File: src/rtl/alu_seq_pkg.sv
// Shared opcode constants, operand-select encodings and FSM state type for alu_seq_unit.
package alu_seq_pkg;

  localparam int unsigned OPC_W = 4;

  localparam logic [OPC_W-1:0] OP_PASS = 4'b0001;
  localparam logic [OPC_W-1:0] OP_NEG  = 4'b0010;
  localparam logic [OPC_W-1:0] OP_SUB  = 4'b0011;
  localparam logic [OPC_W-1:0] OP_ADD  = 4'b0100;
  localparam logic [OPC_W-1:0] OP_MUL  = 4'b0110;

  typedef enum logic [1:0] {
    A_SEL_A   = 2'b00,
    A_SEL_NEG = 2'b10
  } a_sel_e;

  typedef enum logic {
    B_SEL_B    = 1'b0,
    B_SEL_ZERO = 1'b1
  } b_sel_e;

  typedef enum logic [1:0] {
    S_IDLE    = 2'b00,
    S_MUL_RUN = 2'b01,
    S_DONE    = 2'b10
  } state_e;

  typedef struct packed {
    b_sel_e b_sel;
    a_sel_e a_sel;
    logic   is_mul;
    logic   illegal;
  } dec_t;

endpackage

File: src/rtl/alu_seq_unit_sel_decode.sv
// Combinational opcode decoder: operand-mux selects plus multiply and illegal-opcode flags.
module alu_sel_decode
  import alu_seq_pkg::*;
#(
  parameter int unsigned OPW = 4
) (
  input  logic [OPW-1:0] opcode,
  output dec_t           dec
);

  // Opcode constants are zero-extended so wider opcode fields still decode uniquely.
  always_comb begin
    dec = '{b_sel: B_SEL_ZERO, a_sel: A_SEL_A, is_mul: 1'b0, illegal: 1'b1};
    case (opcode)
      OPW'(OP_PASS): dec = '{b_sel: B_SEL_ZERO, a_sel: A_SEL_A,   is_mul: 1'b0, illegal: 1'b0};
      OPW'(OP_NEG):  dec = '{b_sel: B_SEL_ZERO, a_sel: A_SEL_NEG, is_mul: 1'b0, illegal: 1'b0};
      OPW'(OP_SUB):  dec = '{b_sel: B_SEL_B,    a_sel: A_SEL_NEG, is_mul: 1'b0, illegal: 1'b0};
      OPW'(OP_ADD):  dec = '{b_sel: B_SEL_B,    a_sel: A_SEL_A,   is_mul: 1'b0, illegal: 1'b0};
      OPW'(OP_MUL):  dec = '{b_sel: B_SEL_B,    a_sel: A_SEL_A,   is_mul: 1'b1, illegal: 1'b0};
      default: ;
    endcase
  end

endmodule

File: src/rtl/alu_seq_unit.sv
// Handshaked ALU: shared adder for single-cycle ops, iterative shift-add multiply,
// registered result and flags.
module alu_seq_unit
  import alu_seq_pkg::*;
#(
  parameter int unsigned WIDTH = 8,
  parameter int unsigned OPW   = 4
) (
  input  logic             clock,
  input  logic             reset,
  input  logic             in_valid,
  output logic             in_ready,
  input  logic [OPW-1:0]   opcode,
  input  logic [WIDTH-1:0] a,
  input  logic [WIDTH-1:0] b,
  output logic             out_valid,
  input  logic             out_ready,
  output logic [WIDTH-1:0] result,
  output logic             zero,
  output logic             neg,
  output logic             ovf,
  output logic             illegal
);

  localparam int unsigned CNT_W  = $clog2(WIDTH);
  localparam int unsigned PROD_W = 2 * WIDTH;

  state_e            state;
  state_e            state_nxt;
  dec_t              dec;
  logic              accept;
  logic              cnt_last;
  logic [WIDTH-1:0]  op_a;
  logic [WIDTH-1:0]  op_b;
  logic [WIDTH-1:0]  sum;
  logic              cin;
  logic              add_ovf;
  logic [PROD_W-1:0] acc;
  logic [PROD_W-1:0] acc_nxt;
  logic [PROD_W-1:0] mcand;
  logic [WIDTH-1:0]  mplier;
  logic [CNT_W-1:0]  cnt;

  alu_sel_decode #(.OPW(OPW)) u_decode (
    .opcode (opcode),
    .dec    (dec)
  );

  // Shared adder: -A is formed as ~A plus a carry-in of one.
  assign op_a    = (dec.a_sel == A_SEL_NEG) ? ~a : a;
  assign cin     = (dec.a_sel == A_SEL_NEG);
  assign op_b    = (dec.b_sel == B_SEL_ZERO) ? '0 : b;
  assign sum     = op_a + op_b + WIDTH'(cin);
  assign add_ovf = (op_a[WIDTH-1] == op_b[WIDTH-1]) && (sum[WIDTH-1] != op_a[WIDTH-1]);

  assign acc_nxt  = mplier[0] ? (acc + mcand) : acc;
  assign cnt_last = (cnt == CNT_W'(WIDTH - 1));
  assign accept   = in_valid && in_ready;

  always_ff @(posedge clock) begin
    if (reset) begin
      state <= S_IDLE;
    end else begin
      state <= state_nxt;
    end
  end

  always_comb begin
    state_nxt = state;
    case (state)
      S_IDLE: begin
        if (accept) state_nxt = dec.is_mul ? S_MUL_RUN : S_DONE;
      end
      S_MUL_RUN: begin
        if (cnt_last) state_nxt = S_DONE;
      end
      S_DONE: begin
        if (out_ready) begin
          if (in_valid) state_nxt = dec.is_mul ? S_MUL_RUN : S_DONE;
          else          state_nxt = S_IDLE;
        end
      end
      default: state_nxt = S_IDLE;
    endcase
  end

  // In DONE the slot frees as the consumer takes the result, allowing one op per cycle.
  always_comb begin
    in_ready  = 1'b0;
    out_valid = 1'b0;
    case (state)
      S_IDLE:  in_ready = 1'b1;
      S_DONE: begin
        out_valid = 1'b1;
        in_ready  = out_ready;
      end
      default: ;
    endcase
  end

  always_ff @(posedge clock) begin
    if (reset) begin
      result  <= '0;
      zero    <= 1'b0;
      neg     <= 1'b0;
      ovf     <= 1'b0;
      illegal <= 1'b0;
      acc     <= '0;
      mcand   <= '0;
      mplier  <= '0;
      cnt     <= '0;
    end else if (accept && dec.is_mul) begin
      acc    <= '0;
      mcand  <= PROD_W'(a);
      mplier <= b;
      cnt    <= '0;
    end else if (accept) begin
      result  <= dec.illegal ? '0 : sum;
      zero    <= dec.illegal || (sum == '0);
      neg     <= !dec.illegal && sum[WIDTH-1];
      ovf     <= !dec.illegal && add_ovf;
      illegal <= dec.illegal;
    end else if (state == S_MUL_RUN) begin
      acc    <= acc_nxt;
      mcand  <= mcand << 1;
      mplier <= mplier >> 1;
      cnt    <= cnt + CNT_W'(1);
      // The final partial product is folded straight into the output registers.
      if (cnt_last) begin
        result  <= acc_nxt[WIDTH-1:0];
        zero    <= (acc_nxt[WIDTH-1:0] == '0);
        neg     <= acc_nxt[WIDTH-1];
        ovf     <= |acc_nxt[PROD_W-1:WIDTH];
        illegal <= 1'b0;
      end
    end
  end

endmodule

File: config.mk
export PLATFORM = sky130hd
export DESIGN_NAME = alu_seq_unit
export DESIGN_NICKNAME = d
export VERILOG_FILES = /design/src/rtl/alu_seq_pkg.sv /design/src/rtl/alu_seq_unit_sel_decode.sv /design/src/rtl/alu_seq_unit.sv
export SDC_FILE = /design/constraint.sdc
export NUM_CORES = 1
export LEC_CHECK = 0
export BUFFER_PORTS_ARGS = -buffer_cell sky130_fd_sc_hd__buf_2
export CAP_MARGIN = 20
export CORE_ASPECT_RATIO = 0.8
export CORE_MARGIN = 2
export CORE_UTILIZATION = 60
export CTS_CLUSTER_DIAMETER = 40
export DETAILED_ROUTE_END_ITERATION = 16
export GPL_TIMING_DRIVEN = 0
export PLACE_DENSITY = 0.87
export REMOVE_ABC_BUFFERS = 1
export SETUP_SLACK_MARGIN = 0.2
export SKIP_CTS_REPAIR_TIMING = 1
export SYNTH_ARGS = -nofsm -noshare
export SYNTH_HDL_FRONTEND = slang
export SYNTH_HIERARCHICAL = 1
export SYNTH_SLANG_ARGS = --single-unit
File: constraint.sdc
create_clock -name clock -period 4.35 [get_ports clock]
set_clock_uncertainty 0.1 [all_clocks]
set_input_delay 0.435 -clock clock [delete_from_list [all_inputs] [get_ports clock]]
set_output_delay 0.435 -clock clock [all_outputs]
set_load 0.05 [all_outputs]
==> run_results.csv, run 1 <==
group,metric,value,unit
logic_synthesis,synth.largest_area_cell,"sky130_fd_sc_hd__dfxtp_1",
global_routing,antenna_found_initial,0,
critical_path,worst-setup-path-type,"primary input to register",
drt,routed_via_density,6.27,
drt,route.vias.total,3638,
drt,detail_route.wirelength,9.32,mm
floorplanning,floorplan.initialDensity,62.9,%
placed_design,place_inst,571,
logic_synthesis,synth_cells,482,
timing,grt_setup_unrepaired,"false",
logic_synthesis,ys_ff_latch,56,
timing,hold_viol_final,0,
clock_tree,ctsHtreeMaxLevel,2,
logic_synthesis,synth_edf_count,0,
logic_synthesis,synth_compound_gate_area_share,25.1,%
logic_synthesis,async_reset_ff_share,0,%
min_path,hold_path.class,"primary input to register",
global_routing,grt_first_pass_wirelength,15.2,mm
timing,finalSetupViolCount,0,
logic_synthesis,synthXorXnorAreaFrac,5.57,%
critical_path,endpoint_kind,"register",
floorplanning,coreArea,6010,um2
placed_design,dp_hpwl,6.73,mm
clock_tree,path_clk_slew,0.11,ns
global_routing,number_of_global_route_vias_before_repair,3261,
clock_tree,clkSinkCount,56,
global_routing,grt_start_max_net_pins,46,
critical_path,critical_path.cell_chain,"buf_2 -> nand2b_1 -> nor2_1 -> nand2b_1 -> xnor2_1 -> fa_1 -> a21o_1 -> a21oi_2 -> o21bai_1 -> a21oi_1 -> xnor2_1 -> or4_1 -> or3_1 -> a211oi_2",
logic_synthesis,post-synth-top-area-fraction,29.7,%
timing,final.setup.tns,0,ns
cells_and_area,area_growth,8.18,%
timing,slew_headroom,32.6,%
timing,min_period,3.49,ns
power,vdd_drop_max,170,uV
drt,ant_nets,0,
timing,final-max-slew-violation-count,0,
drt,detailedRoute.firstIterationViolations,370,
floorplanning,die_width,92.7,um
timing,finalCritPeriodShare,80.1,%
critical_path,critPathArrivalTime,3.63,ns
clock_tree,clock_tree.buffer_depth,2,
global_routing,total_congestion_overflow,0,
cells_and_area,antenna_cells,0,
logic_synthesis,yosys_warnings,6,
logic_synthesis,synth.area.top_cells,"sky130_fd_sc_hd__dfxtp_1, sky130_fd_sc_hd__ha_1, sky130_fd_sc_hd__nand2_1",
critical_path,critical_path.startpoint_type,"primary input",
power,power.density,261,nW/um2
cells_and_area,final_layout_size_suffix_gt1_share,12.0,%
floorplanning,die_area,6950,um2
logic_synthesis,synth_area,3780,um2
timing,worst_slew_pin_slew,1.01,ns
run,cap_viol_max_count,0,
logic_synthesis,post_synth_and_or_nand_nor_area_fraction,23.3,%
logic_synthesis,combinational_family_with_the_most_area_after_synthesis,"compound AO/OA/AOI/OAI gates",
critical_path,critPathRequiredTime,4.50,ns
cells_and_area,final_net_count,547,
placed_design,routability_driven_placement_congestion_ratio,0.900,
critical_path,critical-path-slowest-cell,"sky130_fd_sc_hd__or4_1",
clock_tree,numCtsBuffers,5,
clock_tree,clock_tree.root_cell,"sky130_fd_sc_hd__clkbuf_8",
logic_synthesis,synth.area.mux_share,3.58,%
placed_design,portBuffers,37,
critical_path,worst-path-buf-inv,1,
cells_and_area,final_cell_count_no_fill,580,
floorplanning,floorplan.io_pins,38,
logic_synthesis,synthesis.area_per_instance,7.83,um2
drt,drtPass1Iterations,5,
drt,routed_wire_length_per_instance,16.1,um
logic_synthesis,post_synth_fa_ha_maj_area_fraction,8.68,%
timing,max_freq,0.287,GHz
status,run_status,"complete, no violations",
clock_tree,cts_tree,"done",
critical_path,cpPeakStageDelay,0.53,ns
critical_path,maximum_fanout_count_along_the_critical_path,8,
logic_synthesis,yosysSeqAreaShare,29.7,%
logic_synthesis,synth_cell_type_count,63,
logic_synthesis,dominantRegCellSynth,"sky130_fd_sc_hd__dfxtp_1",
critical_path,path_delay_family,"simple AND/OR/NAND/NOR gates",
floorplanning,fp.dieH,75.0,um
clock_tree,clock_latency_reported_for_the_late_side_of_the_worst_skew_pair,0.32,ns
drt,detailed_route_drc_error_count,0,
floorplanning,placement_rows,25,
power,p_leak,1.63,nW
global_routing,grt.total_usage,27.3,%
[cells in the mapped netlist (2+ instances only)]
| cell type | instances |
|---|---|
| sky130_fd_sc_hd__a2111oi_0 | 2 |
| sky130_fd_sc_hd__a211o_1 | 3 |
| sky130_fd_sc_hd__a211oi_1 | 15 |
| sky130_fd_sc_hd__a21o_1 | 7 |
| sky130_fd_sc_hd__a21oi_1 | 48 |
| sky130_fd_sc_hd__a21oi_2 | 2 |
| sky130_fd_sc_hd__a221oi_1 | 4 |
| sky130_fd_sc_hd__a22oi_1 | 7 |
| sky130_fd_sc_hd__a311oi_1 | 8 |
| sky130_fd_sc_hd__a31o_2 | 2 |
| sky130_fd_sc_hd__a31oi_1 | 4 |
| sky130_fd_sc_hd__and2_1 | 2 |
| sky130_fd_sc_hd__and2b_1 | 6 |
| sky130_fd_sc_hd__and3_1 | 3 |
| sky130_fd_sc_hd__buf_1 | 3 |
| sky130_fd_sc_hd__buf_4 | 3 |
| sky130_fd_sc_hd__clkbuf_1 | 23 |
| sky130_fd_sc_hd__dfxtp_1 | 56 |
| sky130_fd_sc_hd__fa_1 | 2 |
| sky130_fd_sc_hd__ha_1 | 23 |
| sky130_fd_sc_hd__inv_1 | 8 |
| sky130_fd_sc_hd__mux2i_1 | 11 |
| sky130_fd_sc_hd__nand2_1 | 68 |
| sky130_fd_sc_hd__nand2b_1 | 5 |
| sky130_fd_sc_hd__nand3_1 | 11 |
| sky130_fd_sc_hd__nand3b_1 | 2 |
| sky130_fd_sc_hd__nor2_1 | 50 |
| sky130_fd_sc_hd__nor2b_1 | 6 |
| sky130_fd_sc_hd__nor3_1 | 13 |
| sky130_fd_sc_hd__nor3b_1 | 4 |
| sky130_fd_sc_hd__nor4_1 | 2 |
| sky130_fd_sc_hd__o2111ai_1 | 2 |
| sky130_fd_sc_hd__o211ai_1 | 3 |
| sky130_fd_sc_hd__o21a_1 | 3 |
| sky130_fd_sc_hd__o21ai_0 | 11 |
| sky130_fd_sc_hd__o21ai_1 | 2 |
| sky130_fd_sc_hd__o21bai_1 | 2 |
| sky130_fd_sc_hd__o221ai_1 | 2 |
| sky130_fd_sc_hd__o31ai_1 | 2 |
| sky130_fd_sc_hd__or2_2 | 2 |
| sky130_fd_sc_hd__or3_1 | 5 |
| sky130_fd_sc_hd__or4_1 | 2 |
| sky130_fd_sc_hd__xnor2_1 | 19 |
| sky130_fd_sc_hd__xor2_1 | 5 |
[placed cells by master (no fill, tap or decap), types with 4 or more instances in the layout]
cell / Yosys / final
sky130_fd_sc_hd__xor2_1: 5 / 5
sky130_fd_sc_hd__a21o_1: 7 / 7
sky130_fd_sc_hd__a31oi_1: 4 / 4
sky130_fd_sc_hd__mux2i_1: 11 / 11
sky130_fd_sc_hd__nor3_1: 13 / 13
sky130_fd_sc_hd__nor3b_1: 4 / 4
sky130_fd_sc_hd__nand2_1: 68 / 68
sky130_fd_sc_hd__a221oi_1: 4 / 4
sky130_fd_sc_hd__a211oi_1: 15 / 15
sky130_fd_sc_hd__or3_1: 5 / 5
sky130_fd_sc_hd__nor2b_1: 6 / 5
sky130_fd_sc_hd__clkbuf_8: 0 / 5
sky130_fd_sc_hd__and2b_1: 6 / 6
sky130_fd_sc_hd__ha_1: 23 / 23
sky130_fd_sc_hd__a22oi_1: 7 / 7
sky130_fd_sc_hd__nand2b_1: 5 / 5
sky130_fd_sc_hd__inv_1: 8 / 8
sky130_fd_sc_hd__nor2_1: 50 / 50
sky130_fd_sc_hd__xnor2_1: 19 / 19
sky130_fd_sc_hd__a311oi_1: 8 / 8
sky130_fd_sc_hd__a21oi_1: 48 / 48
sky130_fd_sc_hd__o21ai_0: 11 / 11
sky130_fd_sc_hd__buf_2: 0 / 37
sky130_fd_sc_hd__nand3_1: 11 / 11
sky130_fd_sc_hd__dfxtp_1: 56 / 56
[cells by family (layout without fill, tap and decap cells)]
group,Yosys count,after routing
fa+ha+maj,25,25
other cells,1,1
mux,13,13
compound gates,139,139
simple gates,187,187
flops,56,56
buf+inv,37,54
xor+xnor,24,24
[registers in the layout, indices dropped and copies added (netlist names)]
name     flops
acc         16
cnt          3
illegal      1
mcand       16
mplier       8
ovf          1
result       8
state        2
zero         1
[per-layer routing]
metal  track usage, %  vias up  part of all wire [%]
met5                0        -                     0
met4             8.50        0                   1.5
met3             5.21       18                   8.6
met2             43.1      173                    44
met1             38.6     1677                    46
li1                 -     1770                     -
[area by class of cell]
class                   count  area, um2
fillers                   513       1920
flip-flops and latches     56       1120
well taps                  81        101
inverters                   8       30.0
clock inverters             2       35.0
multi-input cells         389       2510
clock buffers               6       72.6
repair buffers             38        213
[power breakdown]
part / total (mW) / switching, mW / internal (mW)
Combinational: 0.187 / 0.124 / 0.0631
Clock: 0.343 / 0.171 / 0.171
Sequential: 0.536 / 0.0114 / 0.525
Total: 1.07 / 0.307 / 0.759
[through the flow]
stage | area (um2) | power (mW) | setup WS, ns | hold slack [ns] | util (%)
finish | 4090 | 1.07 | 0.865 | 0.281 | 68.0
global route | 4090 | 1.10 | 0.614 | 0.307 | 68.0
floorplan | 3660 | 0.675 | 0.977 | 0.330 | -
CTS | 4060 | 1.07 | 0.899 | 0.281 | 67.6
detailed placement | 3950 | 0.730 | 0.573 | 0.346 | 65.8
global placement | 3940 | 0.724 | 0.00394 | 0.337 | 65.6
[worst min-delay path: stages]
cell,delay [ns]
sky130_fd_sc_hd__buf_2,0.10
sky130_fd_sc_hd__nand2_1,0.05
sky130_fd_sc_hd__a21oi_1,0.06
[path summary, 6_finish.rpt]
| check | endpoint | depth (start not counted) | start | slack [ns] |
|---|---|---|---|---|
| max | zero$_SDFFE_PP0P_ | 14 | opcode[3] | 0.86 |
| min | mplier[7]$_SDFFE_PP0P_ | 3 | b[7] | 0.28 |
| max reg2reg | ovf$_SDFFE_PP0P_ | 10 | acc[0]$_SDFFE_PP0P_ | 1.09 |
| min reg2reg | mplier[4]$_SDFFE_PP0P_ | 2 | mplier[4]$_SDFFE_PP0P_ | 0.36 |
No activity file was read; power rests on OpenSTA's default activity.
==> run 2, diff against run 1 <==
==> constraint.sdc (replaced) <==
create_clock -name clock -period 3.4 [get_ports clock]
set_clock_uncertainty 0.1 [all_clocks]
set_input_delay 0.34 -clock clock [delete_from_list [all_inputs] [get_ports clock]]
set_output_delay 0.34 -clock clock [all_outputs]
set_load 0.05 [all_outputs]
==> run 2 against run 1 <==
Against the previous run:
- power grew 29%
- worst setup slack lost 0.56 ns
- sequential power grew 28%
- die area is the same
- critical endpoint unchanged
- largest cell class unchanged
==> run_results.csv, run 2 (synthesis results as in run 1) <==
group,metric,value,unit
critical_path,cpPeakStageDelay,0.50,ns
placed_design,dp_hpwl,6.73,mm
clock_tree,clock_tree.buffer_depth,2,
drt,detailed_route_drc_error_count,0,
cells_and_area,mostFrequentLayoutCell,"sky130_fd_sc_hd__nand2_1",
floorplanning,placement_rows,25,
timing,finalSetupViolCount,0,
placed_design,portBuffers,37,
timing,finalCritPeriodShare,91.0,%
critical_path,maximum_fanout_count_along_the_critical_path,9,
critical_path,critical-path-slowest-cell,"sky130_fd_sc_hd__or4_1",
drt,routed_wire_length_per_instance,16.3,um
global_routing,antenna_found_initial,0,
cells_and_area,finalCoreUtilization,69.8,%
min_path,timing.hold.worst.start,"b[7]",
critical_path,critical_path_depth,10,
drt,detail_route.wirelength,9.58,mm
drt,drtPass1Iterations,6,
drt,ant_nets,0,
clock_tree,clock_tree.root_cell,"sky130_fd_sc_hd__clkbuf_8",
drt,routed_via_density,6.29,
timing,slew_headroom,32.3,%
cells_and_area,final_net_count,553,
cells_and_area,antenna_cells,0,
global_routing,grt_use_met2,43.1,%
clock_tree,numCtsBuffers,5,
floorplanning,floorplan.io_pins,38,
min_path,hold_path.class,"primary input to register",
critical_path,critPathArrivalTime,3.24,ns
power,vdd_drop_max,217,uV
timing,worst_slew_pin_slew,1.01,ns
power,power.density,328,nW/um2
global_routing,grt_use_met3,5.21,%
clock_tree,clkSinkCount,56,
timing,min_period,3.09,ns
global_routing,grt_start_max_net_pins,46,
timing,hold_viol_final,0,
global_routing,total_congestion_overflow,0,
placed_design,routability_driven_placement_congestion_ratio,0.900,
global_routing,top_usage_layer,"met2",
critical_path,critical_path.cell_chain,"buf_2 -> nand3b_1 -> a21o_4 -> nand2b_2 -> mux2i_4 -> fa_2 -> or4_1 -> or4_1 -> or3_1 -> a211oi_2",
critical_path,endpoint_kind,"register",
clock_tree,ctsHtreeMaxLevel,2,
floorplanning,floorplan.initialDensity,62.9,%
critical_path,critPathRequiredTime,3.55,ns
floorplanning,die_area,6950,um2
timing,max_freq,0.323,GHz
power,report.power.total,1.37,mW
status,run_status,"complete, no violations",
cells_and_area,most_frequent_cells_in_the_layout,"sky130_fd_sc_hd__nand2_1, sky130_fd_sc_hd__dfxtp_1, sky130_fd_sc_hd__nor2_1, sky130_fd_sc_hd__a21oi_1, sky130_fd_sc_hd__buf_2",
power,p_leak,1.67,nW
floorplanning,fp.dieH,75.0,um
floorplanning,die_width,92.7,um
cells_and_area,final_layout_size_suffix_gt1_share,15.0,%
critical_path,r2r-start,"acc[6]$_SDFFE_PP0P_",
critical_path,worst-setup-path-type,"primary input to register",
global_routing,grt.total_usage,27.3,%
global_routing,grt_use_met1,38.6,%
timing,grt_setup_unrepaired,"true",
critical_path,critical_path.startpoint_type,"primary input",
critical_path,worst-path-buf-inv,1,
min_path,min_path_cells,3,
run,cap_viol_max_count,0,
critical_path,path_delay_family,"simple AND/OR/NAND/NOR gates",
cells_and_area,biggestRegsByFlops,"acc (16), mcand (16)",
clock_tree,cts_tree,"done",
drt,route.vias.total,3686,
critical_path,crit_path_frequent_cell,"sky130_fd_sc_hd__or4_1",
timing,final-max-slew-violation-count,0,
clock_tree,path_clk_slew,0.11,ns
drt,detailedRoute.firstIterationViolations,398,
cells_and_area,area_growth,10.9,%
global_routing,number_of_global_route_vias_before_repair,3261,
timing,final.setup.tns,0,ns
clock_tree,clock_latency_reported_for_the_late_side_of_the_worst_skew_pair,0.31,ns
floorplanning,coreArea,6010,um2
critical_path,startpoint,"opcode[2]",
global_routing,grt_first_pass_wirelength,15.2,mm
critical_path,r2r.worst_path.cells,8,
==> run 2: worst paths after layout <==
kind	end	slack, ns
min	mplier[7]$_SDFFE_PP0P_	0.19
max reg2reg	ovf$_SDFFE_PP0P_	0.36
max	zero$_SDFFE_PP0P_	0.31
min reg2reg	mplier[4]$_SDFFE_PP0P_	0.36
==> run 2: report_power, final <==
group	total (mW)	internal [mW]	switching, mW	leakage [nW]
registers	0.686	0.672	0.0144	0.454
logic	0.250	0.0865	0.164	1.16
clock network	0.438	0.219	0.219	0.0552
==> run 2: cell type report <==
cell class | count | area [um2]
multi-input cells | 389 | 2570
fillers | 494 | 1820
clock buffers | 6 | 72.6
inverters | 8 | 30.0
well taps | 81 | 101
clock inverters | 2 | 35.0
repair buffers | 44 | 258
flip-flops and latches | 56 | 1120
==> run 2: worst reg2reg max path, stage by stage (launching register included) <==
cell and delay, ns:
sky130_fd_sc_hd__dfxtp_1 0.34, sky130_fd_sc_hd__ha_1 0.40, sky130_fd_sc_hd__a2111oi_2 0.56, sky130_fd_sc_hd__a2111oi_0 0.21, sky130_fd_sc_hd__nor4b_2 0.37, sky130_fd_sc_hd__mux2i_1 0.29
sky130_fd_sc_hd__a21oi_1 0.15, sky130_fd_sc_hd__nor4_2 0.38, sky130_fd_sc_hd__o41ai_1 0.11
==> run 2: stage by stage <==
stage	std cells	instance area [um2]	hold WS [ns]	setup WS, ns
floorplan	453	3660	0.305	0.122
global placement	571	3940	0.337	-0.946
detailed placement	571	3950	0.346	-0.282
CTS	579	4060	0.186	0.0442
global route	586	4190	0.212	0.137
finish	586	4190	0.187	0.307
==> run 2: routing by layer <==
layer | share of wire [%] | vias to the layer above
li1 | - | 1785
met1 | 45 | 1702
met2 | 45 | 179
met3 | 8.8 | 20
met4 | 2.0 | 0
met5 | 0 | -
